### src/rtl/tt_sweep_pkg.sv
// tt_sweep_pkg: shared types and helpers for the exhaustive truth-table sweep checker
package tt_sweep_pkg;
    localparam int MAX_N_IN = 10;

    typedef enum logic [1:0] {IDLE, HOLDV, DONE} state_e;

    function automatic logic [MAX_N_IN-1:0] bin2gray(input logic [MAX_N_IN-1:0] b);
        return b ^ (b >> 1);
    endfunction
endpackage

### src/rtl/tt_sweep_checker_vec_gen.sv
// sweep_vec_gen: vector sequencer for the sweep checker (index, hold timing, binary/Gray mapping)
//   clk, rst       clock, synchronous active-high reset
//   load_i         restart the sequence at vector 0 and latch gray_i
//   gray_i         sweep order for the next sequence (0 binary, 1 Gray)
//   run_i          sequence is advancing this cycle
//   clear_i        force vec_o back to 0 (cancelled sweep)
//   vec_o          current stimulus vector
//   sample_en_o    this edge ends the hold of vec_o and samples the DUT
//   last_o         the sample this edge is the final vector of the sweep
module sweep_vec_gen import tt_sweep_pkg::*; #(
    parameter int N_IN = 4,
    parameter int HOLD = 20
) (
    input  logic            clk,
    input  logic            rst,
    input  logic            load_i,
    input  logic            gray_i,
    input  logic            run_i,
    input  logic            clear_i,
    output logic [N_IN-1:0] vec_o,
    output logic            sample_en_o,
    output logic            last_o
);
    localparam int NVEC = 2**N_IN;
    localparam int IW   = N_IN + 1;
    localparam int HW   = HOLD > 1 ? $clog2(HOLD) : 1;

    // one extra index bit so the final increment never wraps back to 0
    logic [IW-1:0]   idx_q;
    logic [HW-1:0]   hold_q;
    logic            gray_q;
    logic [N_IN-1:0] vec_q;
    logic [N_IN-1:0] nxt_b;
    logic [N_IN-1:0] nxt_v;

    assign vec_o       = vec_q;
    assign sample_en_o = run_i && (hold_q == HW'(HOLD - 1));
    assign last_o      = sample_en_o && (idx_q == IW'(NVEC - 1));
    assign nxt_b       = N_IN'(idx_q + 1'b1);
    assign nxt_v       = gray_q ? N_IN'(bin2gray(MAX_N_IN'(nxt_b))) : nxt_b;

    always_ff @(posedge clk) begin
        if (rst) begin
            idx_q  <= '0;
            hold_q <= '0;
            gray_q <= 1'b0;
            vec_q  <= '0;
        end else if (load_i) begin
            idx_q  <= '0;
            hold_q <= '0;
            gray_q <= gray_i;
            vec_q  <= '0;
        end else if (clear_i) begin
            vec_q  <= '0;
        end else if (sample_en_o) begin
            hold_q <= '0;
            idx_q  <= idx_q + 1'b1;
            // the final vector stays on the bus once the sweep completes
            if (!last_o)
                vec_q <= nxt_v;
        end else if (run_i) begin
            hold_q <= hold_q + 1'b1;
        end
    end
endmodule

### config.mk
export PLATFORM = sky130hd
export DESIGN_NAME = sweep_vec_gen
export DESIGN_NICKNAME = d
export VERILOG_FILES = /design/src/rtl/tt_sweep_pkg.sv /design/src/rtl/tt_sweep_checker_vec_gen.sv
export SDC_FILE = /design/constraint.sdc
export NUM_CORES = 1
export LEC_CHECK = 0
export BUFFER_PORTS_ARGS = -buffer_cell sky130_fd_sc_hd__buf_4
export CAP_MARGIN = 30
export CORE_ASPECT_RATIO = 0.9
export CORE_MARGIN = 10
export CORE_UTILIZATION = 37
export CTS_BUF_LIST = sky130_fd_sc_hd__clkbuf_4 sky130_fd_sc_hd__clkbuf_8 sky130_fd_sc_hd__clkbuf_16
export DETAILED_ROUTE_END_ITERATION = 16
export SLEW_MARGIN = 20
export SYNTH_ARGS = -nofsm -noshare
export SYNTH_HDL_FRONTEND = slang
export SYNTH_SLANG_ARGS = --single-unit
export TNS_END_PERCENT = 20
### constraint.sdc
create_clock -name clk -period 2.5 [get_ports clk]
set_input_delay 0.25 -clock clk [delete_from_list [all_inputs] [get_ports clk]]
set_output_delay 0.25 -clock clk [all_outputs]
set_load 0.02 [all_outputs]
After elaboration in Yosys (flattened, before gate mapping)
Index checks and enable logic that the tools add are counted.

Register bits after elaboration: 15. Memories kept: 0. Bits in latches: 0. Output and inout bits: 6. Logic and storage cells: 22. Input bits: 6. Memory bits (read-only): 0. RAM bits: 0.

Shift operators: 0. Multipliers: 0. Div/mod/pow operators: 0. Add/subtract/negate cells: 2. Bitwise operators: 3. $lt $le $gt $ge: 0. Multiplexer cells: 3. Equal/unequal tests: 2. Reductions and logical operators: 8.

Operators by type and width (count): $add A5 B1 Y5 const B (2); $mux W5 (2); $reduce_and A2 Y1 (3); $eq A5 B4 Y1 const B (1); $eq A5 B5 Y1 const B (1); $mux W4 (1); $xor A4 B3 Y4 (1); $reduce_or A3 Y1 (1); $logic_and A1 B1 Y1 (2); $not A1 Y1 (2); $reduce_bool A2 Y1 (1); $reduce_or A2 Y1 (1).

Logic depth before layout (Yosys ltp)
Depth in word-level cells: 5. Gate-level depth with buffers: 6.

Least setup slack after synthesis
Ideal clock, no wire load.

Path type: register to register. Start point: register idx_q[0]. End point: register vec_q[0], in the netlist vec_o[0]. Period minus slack after synthesis: 1.617 ns. Path slack: 0.883 ns. Arrival: 1.502 ns. Required time: 2.386 ns. Setup time: 0.114 ns. Stages on the path, launching flop included: 7. Path through: dfxtp_1 -> ha_1 -> and3_1 -> ha_1 -> nor3b_4 -> mux2i_1 -> nor2_1.

Longest elaborated chain between the ends: 4.

Ends and longest elaborated chain: from (decl) (line tt_sweep_checker_vec_gen.sv:29) `logic [IW-1:0] idx_q;`; from (signal assigned) (line tt_sweep_checker_vec_gen.sv:57) `idx_q <= idx_q + 1'b1;`; branches (longest 4 deep; another with $add A5 B1 Y5); to (signal assigned) (line tt_sweep_checker_vec_gen.sv:60) `vec_q <= nxt_v;`; to (decl) (line tt_sweep_checker_vec_gen.sv:32) `logic [N_IN-1:0] vec_q;`.

Several ways; the timed one is not identified. A chain may end at the register's enable or synchronous reset.

Worst setup path after layout
Start point: register idx_q[0]. End point: output last_o.

Longest elaborated chain between the ends: 2.

Ends and longest elaborated chain: $eq A5 B4 Y1 (line tt_sweep_checker_vec_gen.sv:38) `assign last_o = sample_en_o && (idx_q == IW'(NVEC - 1));`; $logic_and A1 B1 Y1 (line tt_sweep_checker_vec_gen.sv:38); to (decl) (line tt_sweep_checker_vec_gen.sv:22) `output logic last_o`.

Every way passes these cells.

==> flow_metrics.tcl <==
set metrics [dict create \
    synth_top_area_cell "dfxtp_1" \
    syn-cell-area_sq_um 774.5 \
    drtIter0Drc 24 \
    worstMarginPinSlew_ns 0.4110 \
    pin_count 12 \
    min_period_ns 1.862 \
    rr_worst_depth 6 \
    postSynthCellCount 83 \
    setup_violations 0 \
    cts_made_buffers 3 \
    hp-class "in2reg" \
    place_congestion 0.7748 \
    yosysSeqAreaShare_pct 38.77 \
    leakagePower_uw 0.0003400 \
    start_kind "register" \
    layout-drive-gt1-share_pct 20.62 \
    cp-startpoint "idx_q[0]" \
    fin_setup_tns_ns 0 \
    synth_top_cell_area_share_pct 38.77 \
    min_delay_path_depth 2 \
    clk_latency_ns 0.28 \
    post_cts_buffers 0 \
    vias_per_cell 4.975 \
    wl_met2_microns 659 \
    htreeDepth 1 \
    r2r-start "idx_q[0]" \
    synth_cell_type_count 33 \
    drtPass1Iterations 4 \
    min_from "rst" \
    seqCellArea_sq_um 300.3 \
    fmax_ghz 0.5371 \
    final_cells 122 \
    num_antenna_cells 0 \
    vias 607 \
    critPathMaxFanout 4 \
    grt_max_degree 12 \
    multiInputGateArea_sq_um 462.9 \
    antenna_found_initial 0 \
    grt_pass1_vias 532 \
    cts_tree "done" \
    relSlewSlack_pct 72.60 \
    die_w_microns 68.23 \
    crit_required_ns 2.25 \
    async_flop_share_pct 0 \
    final.setup_skew_ns 0.001268 \
    ys_top_cells_by_count "dfxtp_1, nor2_1, xor2_1, nand2_1, a21oi_1" \
    die_h_microns 63.41 \
    ir_drop_v 0.0002711 \
    max-cap-violations 0 \
    period_share_pct 74.47 \
    p_per_area_nw_per_um2 450.5 \
    track_usage_pct 7.241 \
    rsz0062_at_grt "no" \
    rows 15 \
    initial_core_util_pct 39.68 \
    core_area_sq_um 1952 \
    synth_seq_cells 15 \
    hold_buffers 0 \
    dieArea_sq_um 4326 \
    post-place-cells 118 \
    crit_arrival_ns 1.61 \
    clk_path_buf_depth 2 \
    grt_pass1_wl_microns 2415 \
    drc 0 \
    portBuffers 11 \
    finalHoldViolations 0 \
    ys.warnings.count 0 \
    ant_nets 0 \
    met1Wirelength_microns 742 \
    clkTransAtPathRegs_ns 0.09 \
    synth.avg_cell_area_sq_um 9.331 \
    grt.overflow.total 0 \
    ys.flop_type "dfxtp_1" \
    fill_cells 201 \
    cts_sinks 15 \
    routed.top_layer "met4" \
    post_cts_resized 0 \
    outcome "finished, final reports clean" \
    netlist_top_cells_area "dfxtp_1, xor2_1, ha_1" \
    routed_wl_microns 1526 \
    cts_root_buffer "clkbuf_4" \
    nNetsFinal 107 \
    cp-end-kind "output port" \
    synth_nets 92 \
    dp_hpwl_microns 1232 \
    area_delta_synth_final_pct 18.09 \
    synth_edf_count 0 \
    wl_per_cell_microns 12.51 \
    synth_most_common_cell "dfxtp_1" \
    maxSlewViolCount 0 \
    wl_met3_microns 116 \
    path_class "reg2out" \
]
==> layout make-up <==
class                   count  share of cell area, %
repair buffers             11                  9.029
clock buffers               4                  3.283
multi-input cells          65                  50.62
inverters                   2                 0.8208
well taps                  25                  3.420
flip-flops and latches     15                  32.83
==> registers in the layout, summed over array words and instances (netlist names) <==
name and flops:
gray_q 1, hold_q 5, idx_q 5, vec_o 4
==> where the power goes <==
part / internal, uW / switching [uW] / leakage [uW] / total (uW)
clock: 72.8 / 75.2 / 0.0000184 / 148
combinational: 10.3 / 11.4 / 0.000201 / 21.6
sequential: 240 / 2.13 / 0.000121 / 242
total: 323 / 88.7 / 0.000340 / 412
==> logic make-up after synthesis <==
family	Yosys count	synth area share, %
DFF	15	38.77
and+or+nand+nor	38	31.67
AOI/OAI and AO/OA	13	10.34
buffers and inverters	3	1.454
adders and majority gates	3	4.847
muxes	3	3.877
xor gates and xnor gates	8	9.047
==> critical path, cell delays in order, from the launching register on <==
cell,delay [ns]
dfxtp_1,0.35
ha_1,0.24
and3_1,0.19
ha_1,0.21
and3_1,0.18
buf_4,0.15
==> routing by layer <==
metal	track usage, %	up-vias
li1	-	323
met5	0	-
met3	4.240	2
met2	10.35	14
met4	1.508	0
met1	9.064	268
==> final timing paths <==
check                    to  slack [ns]
setup / recovery     last_o        0.64
hold / removal       gray_q        0.13
setup reg to reg   vec_o[0]        0.72
hold reg to reg   hold_q[1]        0.49
==> layout by cell type, fill, tap and decap left out, drive strengths merged, types with 3 or more instances in the layout <==
master	synthesis	final
nor2	11	11
buf	0	11
xor2	6	6
ha	3	3
nand2	5	5
dfxtp	15	15
o21ai	4	4
mux2i	3	3
clkbuf	1	4
a21oi	5	5
==> through the flow <==
| step | hold WS [ns] | utilization, % | setup WS [ns] | power [uW] | area (sq um) |
|---|---|---|---|---|---|
| floorplan | 0.3224 | - | 0.8831 | 258.7 | 774.5 |
| global placement | 0.4228 | 45.32 | 0.8254 | 269.3 | 884.6 |
| detailed placement | 0.4271 | 45.32 | 0.7541 | 269.9 | 884.6 |
| CTS | 0.1209 | 46.86 | 0.6205 | 418.9 | 914.6 |
| global route | 0.1202 | 46.86 | 0.5599 | 432.0 | 914.6 |
| finish | 0.1266 | 46.86 | 0.6381 | 412.1 | 914.6 |
(Power assumes the default switching activity.)
